$ cat src/rtl/data_c_pipe_intc_s2m_lite.sv
// One-to-NUM packet demux, route locked from head beat to last; 1-cycle latency, registered s_ready, full rate via connector + 1-entry overflow buffer.
// Any selected-port stall stalls the block; S2M_ADDR_ERR_EN drops out-of-range packets and pulses o_err_addr instead of clamping to NUM-1.
module data_c_pipe_intc_s2m_lite #(
  parameter int NUM   = 4,
  parameter int DSIZE = 8,
  parameter int NSIZE = (NUM <= 2) ? 1 : (NUM <= 4) ? 2 : (NUM <= 8) ? 3 : (NUM <= 16) ? 4 : 5
) (
  input  logic                 i_clock,
  input  logic                 i_rst,
  input  logic [NSIZE-1:0]     i_addr,
  input  logic [DSIZE-1:0]     i_s_data,
  input  logic                 i_s_valid,
  input  logic                 i_s_last,
  output logic                 o_s_ready,
  output logic [NUM*DSIZE-1:0] o_m_data,
  output logic [NUM-1:0]       o_m_valid,
  output logic [NUM-1:0]       o_m_last,
  input  logic [NUM-1:0]       i_m_ready
`ifdef S2M_ADDR_ERR_EN
  ,
  output logic                 o_err_addr
`endif
);

  typedef enum logic {RT_HEAD, RT_BODY} rt_state_e;
  typedef enum logic [1:0] {P_EMPTY, P_CONN, P_FULL} pipe_state_e;

  rt_state_e   r_rt_state, w_rt_next;
  pipe_state_e r_p_state, w_p_next;

  logic [NSIZE-1:0] r_route;
  logic [NSIZE-1:0] w_beat_route;
  logic             w_acc, w_oor, w_push, w_xfer, w_conn_vld;
  logic             w_ld_in, w_ld_buf, w_ld_from_buf;
  logic             r_s_ready;

  logic [DSIZE-1:0] r_conn_data, r_buf_data;
  logic             r_conn_last, r_buf_last;
  logic [NSIZE-1:0] r_conn_route, r_buf_route;

  // Out-of-range addresses only exist when NUM does not fill the addr space.
  generate
    if (NUM == (1 << NSIZE)) begin : g_pow2
      assign w_oor = 1'b0;
    end else begin : g_npow2
      localparam logic [NSIZE:0] NUM_W = (NSIZE+1)'(NUM);
      assign w_oor = ({1'b0, i_addr} >= NUM_W);
    end
  endgenerate

  assign w_acc = i_s_valid & r_s_ready;

`ifdef S2M_ADDR_ERR_EN
  logic r_drop, r_err, w_drop;

  assign w_beat_route = (r_rt_state == RT_HEAD) ? i_addr : r_route;
  assign w_drop       = (r_rt_state == RT_HEAD) ? w_oor : r_drop;
  assign w_push       = w_acc & ~w_drop;
  assign o_err_addr   = r_err;

  always_ff @(posedge i_clock) begin
    if (i_rst) begin
      r_drop <= 1'b0;
      r_err  <= 1'b0;
    end else begin
      r_err <= w_acc & (r_rt_state == RT_HEAD) & w_oor;
      if (w_acc && r_rt_state == RT_HEAD) r_drop <= w_oor;
    end
  end
`else
  localparam logic [NSIZE-1:0] LAST_RT = NSIZE'(NUM - 1);

  assign w_beat_route = (r_rt_state == RT_HEAD) ? (w_oor ? LAST_RT : i_addr) : r_route;
  assign w_push       = w_acc;
`endif

  always_ff @(posedge i_clock) begin
    if (i_rst) begin
      r_rt_state <= RT_HEAD;
      r_route    <= '0;
    end else begin
      r_rt_state <= w_rt_next;
      if (w_acc) r_route <= w_beat_route;
    end
  end

  always_comb begin
    w_rt_next = r_rt_state;
    if (w_acc) begin
      case (r_rt_state)
        RT_HEAD: if (!i_s_last) w_rt_next = RT_BODY;
        RT_BODY: if (i_s_last)  w_rt_next = RT_HEAD;
        default: w_rt_next = RT_HEAD;
      endcase
    end
  end

  assign w_conn_vld = (r_p_state != P_EMPTY);
  assign w_xfer     = w_conn_vld & i_m_ready[r_conn_route];

  // Pushes never arrive in FULL because s_ready is already low there.
  always_comb begin
    w_p_next      = r_p_state;
    w_ld_in       = 1'b0;
    w_ld_buf      = 1'b0;
    w_ld_from_buf = 1'b0;
    case (r_p_state)
      P_EMPTY: begin
        if (w_push) begin
          w_ld_in  = 1'b1;
          w_p_next = P_CONN;
        end
      end
      P_CONN: begin
        if (w_push && w_xfer) begin
          w_ld_in = 1'b1;
        end else if (w_push) begin
          w_ld_buf = 1'b1;
          w_p_next = P_FULL;
        end else if (w_xfer) begin
          w_p_next = P_EMPTY;
        end
      end
      P_FULL: begin
        if (w_xfer) begin
          w_ld_from_buf = 1'b1;
          w_p_next      = P_CONN;
        end
      end
      default: w_p_next = P_EMPTY;
    endcase
  end

  always_ff @(posedge i_clock) begin
    if (i_rst) begin
      r_p_state    <= P_EMPTY;
      r_s_ready    <= 1'b0;
      r_conn_data  <= '0;
      r_conn_last  <= 1'b0;
      r_conn_route <= '0;
      r_buf_data   <= '0;
      r_buf_last   <= 1'b0;
      r_buf_route  <= '0;
    end else begin
      r_p_state <= w_p_next;
      r_s_ready <= (w_p_next != P_FULL);
      if (w_ld_in) begin
        r_conn_data  <= i_s_data;
        r_conn_last  <= i_s_last;
        r_conn_route <= w_beat_route;
      end else if (w_ld_from_buf) begin
        r_conn_data  <= r_buf_data;
        r_conn_last  <= r_buf_last;
        r_conn_route <= r_buf_route;
      end
      if (w_ld_buf) begin
        r_buf_data  <= i_s_data;
        r_buf_last  <= i_s_last;
        r_buf_route <= w_beat_route;
      end
    end
  end

  assign o_s_ready = r_s_ready;
  assign o_m_data  = {NUM{r_conn_data}};
  assign o_m_valid = w_conn_vld ? (NUM'(1) << r_conn_route) : '0;
  assign o_m_last  = (w_conn_vld && r_conn_last) ? (NUM'(1) << r_conn_route) : '0;

endmodule
$ cat config.mk
export PLATFORM = sky130hd
export DESIGN_NAME = data_c_pipe_intc_s2m_lite
export DESIGN_NICKNAME = d
export VERILOG_FILES = /design/src/rtl/data_c_pipe_intc_s2m_lite.sv
export SDC_FILE = /design/constraint.sdc
export NUM_CORES = 1
export LEC_CHECK = 0
export BUFFER_PORTS_ARGS = -buffer_cell sky130_fd_sc_hd__buf_2
export CAP_MARGIN = 40
export CORE_ASPECT_RATIO = 0.8
export CORE_MARGIN = 4
export CORE_UTILIZATION = 40
export CTS_BUF_LIST = sky130_fd_sc_hd__clkbuf_4
export DETAILED_ROUTE_END_ITERATION = 10
export PLACE_DENSITY = 0.72
export SKIP_CTS_REPAIR_TIMING = 1
export SYNTH_ARGS = -nofsm -noshare
export SYNTH_HDL_FRONTEND = slang
export SYNTH_SLANG_ARGS = --single-unit
$ cat constraint.sdc
create_clock -name i_clock -period 3.6 [get_ports i_clock]
set_input_delay 0.18 -clock i_clock [delete_from_list [all_inputs] [get_ports i_clock]]
set_output_delay 0.18 -clock i_clock [all_outputs]
set_load 0.1 [all_outputs]
## Word level (Yosys, flattened, before mapping)

Cells that the tools add are included.
Widths: inputs -> output; s select.

- Input port bits: 18
- Latch bits: 0
- Bits in registers: 28
- Memories: 0
- Memory bits (writable): 0
- Bits in read-only memories: 0
- Output and inout bits: 41
- Logic and storage cells: 47

- Multiplexer cells: 25
- Order comparisons: 1
- Div/mod/pow operators: 0
- Shift operators: 1
- Reduce and logical (&&, ||, !) cells: 5
- Eq/ne operators: 3
- Multipliers: 0
- Bitwise logic cells: 2
- Add/subtract/negate cells: 0

Operators by type and width:

| operator | count |
|---|---|
| $mux 2 | 8 |
| $mux 8 | 2 |
| $mux 1 | 10 |
| $mux 4 | 2 |
| $pmux 2 s3 | 1 |
| $reduce_bool 2->1 | 2 |
| $shl 1x2->4 const A | 1 |
| $lt 2x3->1 const B | 1 |
| $and 1x1->1 | 2 |
| $bmux 1 s2 | 1 |
| $eq 2x1->1 const B | 1 |
| $eq 2x2->1 const B | 1 |
| $logic_and 1x1->1 | 2 |
| $logic_not 2->1 | 1 |
| $ne 2x2->1 const B | 1 |
| $pmux 1 s2 | 1 |

## Depth between registers and ports, before layout

- Depth after elaboration: 8
- Mapped depth: 6
- Depth with buffers taken out: 4

## Worst setup path before layout

No wires, ideal clock.

- Kind: register -> register
- From: register r_s_ready, in the netlist o_s_ready
- To: register r_conn_data[0]
- Library setup time: 0.103 ns
- Data arrival time: 2.147 ns
- Data required time: 3.497 ns
- Cell stages (with the launch flop): 6
- Slack: 1.349 ns
- Path through: dfxtp_1 -> and2_1 -> o211a_1 -> clkbuf_1 -> nor3_1 -> a2111oi_2

- Cells in the longest elaborated chain, start to end: 5
- Elaborated cells on any way between the ends: 7
- Those cells by class: 4 x mux; 1 x bitwise; 2 x reduce/logical

RTL lines:

| element | line | RTL |
|---|---|---|
| start: declaration | 35 | `logic r_s_ready;` |
| start signal: assignment | 146 | `r_s_ready <= (w_p_next != P_FULL);` |
| $and 1x1->1 * | 51 | `assign w_acc = i_s_valid & r_s_ready;` |
| $logic_and 1x1->1 | 115 | `if (w_push && w_xfer) begin` |
| $mux 1 | 115 |  |
| $pmux 1 s2 * | 107 | `case (r_p_state)` |
| $mux 8 or $reduce_bool 2->1 (tied branches) | n/a |  |
| end signal: assignment | 148 | `r_conn_data <= i_s_data;` |
| end signal: assignment | 152 | `r_conn_data <= r_buf_data;` |
| end: declaration | 37 | `logic [DSIZE-1:0] r_conn_data, r_buf_data;` |

Mark *: on every way between the ends. The rest lies on a longest branch, timed or not.
A chain may end at the register's enable or synchronous reset.

## Worst setup path after layout

- From: register r_conn_route[0]
- To: register r_conn_data[4]

- Cells in the longest elaborated chain, start to end: 7
- Elaborated cells on any way between the ends: 10
- Those cells by class: 7 x mux; 1 x bitwise; 2 x reduce/logical

RTL lines:

| element | line | RTL |
|---|---|---|
| start: declaration | 39 | `logic [NSIZE-1:0] r_conn_route, r_buf_route;` |
| start signal: assignment | 150 | `r_conn_route <= w_beat_route;` |
| start signal: assignment | 154 | `r_conn_route <= r_buf_route;` |
| $bmux 1 s2 * | 99 | `assign w_xfer = w_conn_vld & i_m_ready[r_conn_route];` |
| $mux 1 (implied by the code) * | 99 |  |
| $and 1x1->1 * | 99 |  |
| $logic_and 1x1->1 | 115 |  |
| $mux 1 | 115 |  |
| $pmux 1 s2 | 107 |  |
| $mux 8 or $reduce_bool 2->1 (tied branches) | n/a |  |

Mark *: on every way between the ends. The rest lies on a longest branch, timed or not. The select of a mux whose other input is x is not followed.

==> results by group <==
Outcome
  • Outcome: completed

Clock tree
  • Worst-path clk slew: around 0.14 ns
  • # clock sinks: 28
  • CTS Buf Count: 3
  • Clock Latency Late Sink: ~0.32 ns
  • CTS Root Buffer Type: clkbuf_4
  • Deepest clock path buffer count: 2
  • Htree depth: 1
  • TritonCTS clock tree: yes

Power and ir drop
  • Sw Pwr: between 300 and 400 µW
  • Logic pwr share: 0.418
  • Leakage: 0.710 nW
  • Internal: 424 µW
  • Peak supply drop: between 0.15 and 0.2 mV
  • Clock power share: 0.161
  • PwrDens: between 400 and 500 nW/µm²
  • Share of power burned in registers: 0.421
  • Switching fraction of total power: 0.477

Synthesis
  • Synth top area share: 0.362
  • Post-synth top area cell: dfxtp_1
  • XOR/XNOR Fraction of Synth Area: 0
  • Adder-cell area share of the yosys netlist: 0
  • Compound-Gate Fraction of Synth Area: 0.164
  • Sequential element share of the synthesized area: 0.362
  • Mean area per synthesized cell: 9.11 µm²
  • Warnings from Yosys: 0
  • Synthesized area: about 1500 µm²
  • Main combinational cell family by area after synthesis: buffers and inverters
  • Mapped Nets: 188
  • Flops & latches, synth: 28
  • Post-Synth Simple-Gate Area: 0.170
  • Area contributors post-synth: dfxtp_1 36%, buf_4 12%, mux2i_1 10%
  • Mux contribution to synthesized area: 0.118
  • Yosys cell types: 29
  • Post-Synthesis Cells: 170

Timing
  • RSZ-0062 raised after global routing: false
  • Final min period: 2.23 ns
  • Pins Over Slew Limit: 0
  • Final setup vio count: 0
  • Hold slack: slightly above 0.06 ns
  • Crit share post-route: 0.619
  • Worst Tran Pin Value: 0.584 ns
  • Final TNS setup: 0 ns
  • Final Hold Fails: 0
  • Slew headroom: 0.611
  • Worst Skew: 0.00157 ns
  • PnR worst setup slack: 1.37 ns
  • Fmax: 0.449 GHz

Floorplan
  • Row cnt: 19
  • Chip width: 77.6 µm
  • Die height: around 64 µm
  • I/O Pins: 59
  • Core area: 3570 µm²
  • Die footprint: between 4000 and 5000 µm²
  • Initial Utilization: 0.434

Min path
  • Hold Path Class: primary input to flip-flop

Cells and area
  • Antenna diode count: 0
  • Final Cell Area: approximately 1700 µm²
  • Area of the multi-input gates: 706 µm²
  • Fill cells: 374
  • P&R area growth vs syn: 9.94%
  • NumNets Final: 219
  • Register area: 561 µm²
  • Proportion of layout cells with a drive suffix above 1: 0.375

Global routing
  • GRT Residual Overflow: 0
  • Gr usage total: 0.118
  • First-pass GRT wire length: 4.81 mm
  • Largest net degree at the start of global routing: 29
  • Initial antenna violation count: 0
  • Vias in the first global route: 1038

Worst setup path
  • WP data arrival: 2.45 ns
  • Critical Path RT: 3.82 ns
  • Crit start category: flip-flop
  • Worst Path Max Fanout: 22
  • Crit. End Element: flip-flop
  • Critical path class: flip-flop to flip-flop

Route
  • Drt drc: 0
  • Via/cell ratio: 4.90
  • Routed WL: a little under 3 mm
  • DRT iter0 DRCs: 67
  • DR vias: 1185
  • Drt first pass iters: 4
  • ANT nets after route: 0
  • WL/cell: 12.2 µm

Job
  • Max-cap violations: 0

Place
  • Placed instance area: 1680 µm²
  • Setup Slack @ Placement: 1.41 ns
  • Post-DP HPWL: between 2 and 2.5 mm
  • RePlAce Congestion: roughly 0.86
  • Port Buffers: 58
final cells by class:
| type | instances | area share |
|---|---|---|
| timing repair buffer | 60 | 0.184 |
| clock inverter | 1 | 0.00220 |
| inverter | 12 | 0.0265 |
| sequential | 28 | 0.329 |
| multi-input combinational | 96 | 0.414 |
| tap | 42 | 0.0309 |
| clock buffer | 3 | 0.0132 |
critical path: stages, from the launching register on:
cell,delay (ns)
dfxtp_1,0.52
mux4_2,0.60
o211a_1,0.46
nor2b_1,0.24
a2111oi_1,0.30
per-stage QoR:
| step | utilization | power (mW) | cells |
|---|---|---|---|
| 2_1_floorplan | - | 0.671 | 170 |
| 3_3_place_gp | 0.466 | 0.687 | 237 |
| 3_5_place_dp | 0.470 | 0.689 | 238 |
| 4_1_cts | 0.478 | 0.819 | 242 |
| 5_1_grt | 0.478 | 0.845 | 242 |
| 6_report | 0.478 | 0.811 | 242 |
placed cells by master, fill, tap and decap left out, drive strengths merged, types with 2 or more instances in the layout:
cell type / netlist / final
o21ai: 2 / 2
nor2b: 11 / 11
clkbuf: 4 / 3
buf: 30 / 60
o21a: 2 / 2
a2111oi: 10 / 10
inv: 12 / 12
nor2: 24 / 24
mux2i: 16 / 16
a21oi: 2 / 2
nor3: 9 / 9
dfxtp: 28 / 28
a211oi: 6 / 6
nand2: 2 / 2
synthesized netlist by cell type (all sizes together):
master	n
nor2	24
nor2b	11
nor3b	1
o21ba	1
o21ai	2
nand2b	1
nand2	2
and2	1
inv	12
nand3b	1
mux2i	16
a2111oi	10
a21oi	2
or3b	1
buf	30
mux4	1
nor3	9
o21a	2
o21bai	1
a211oi	6
o211a	1
o22ai	1
or3	1
clkbuf	4
nand4b	1
dfxtp	28
routing by layer:
layer  vias up  global-route usage  routed length, µm
met4         0              0.0200                  0
met3         0              0.0313                165
met1       523               0.152               1470
met5         -                   0                  0
met2        40               0.199               1330
li1        622                   -                  -
path summary, 6_finish.rpt:
path                   startpoint        endpoint  slack (ns)  cells after the start
setup / recovery  r_conn_route[0]  r_conn_data[4]        1.37                      4
hold reg to reg     r_buf_data[4]  r_conn_data[4]        0.48                      2
hold / removal           i_s_last      r_rt_state        0.06                      2
setup reg to reg  r_conn_route[0]  r_conn_data[4]        1.37                      4
registers in the layout, summed over array words and instances, names as in the netlist:
register,count
o_s_ready,1
r_buf_data,8
r_buf_last,1
r_buf_route,2
r_conn_data,8
r_conn_last,1
r_conn_route,2
r_p_state,2
r_route,2
r_rt_state,1
power by group through the flow:
stage / clock network (mW) / registers [mW] / logic (mW)
floorplan: 0 / 0.402 / 0.269
global placement: 0 / 0.348 / 0.339
detailed placement: 0 / 0.349 / 0.340
CTS: 0.137 / 0.342 / 0.340
global route: 0.150 / 0.345 / 0.351
finish: 0.130 / 0.342 / 0.339
cells by family (layout without fill, tap and decap cells):
logic type | Yosys count | in the layout
multiplexers | 17 | 17
AO/OA/AOI/OAI | 26 | 26
buffers and inverters | 46 | 76
flip-flops | 28 | 28
AND/OR/NAND/NOR | 53 | 53
Note: power is estimated with default switching activity, not from simulation.
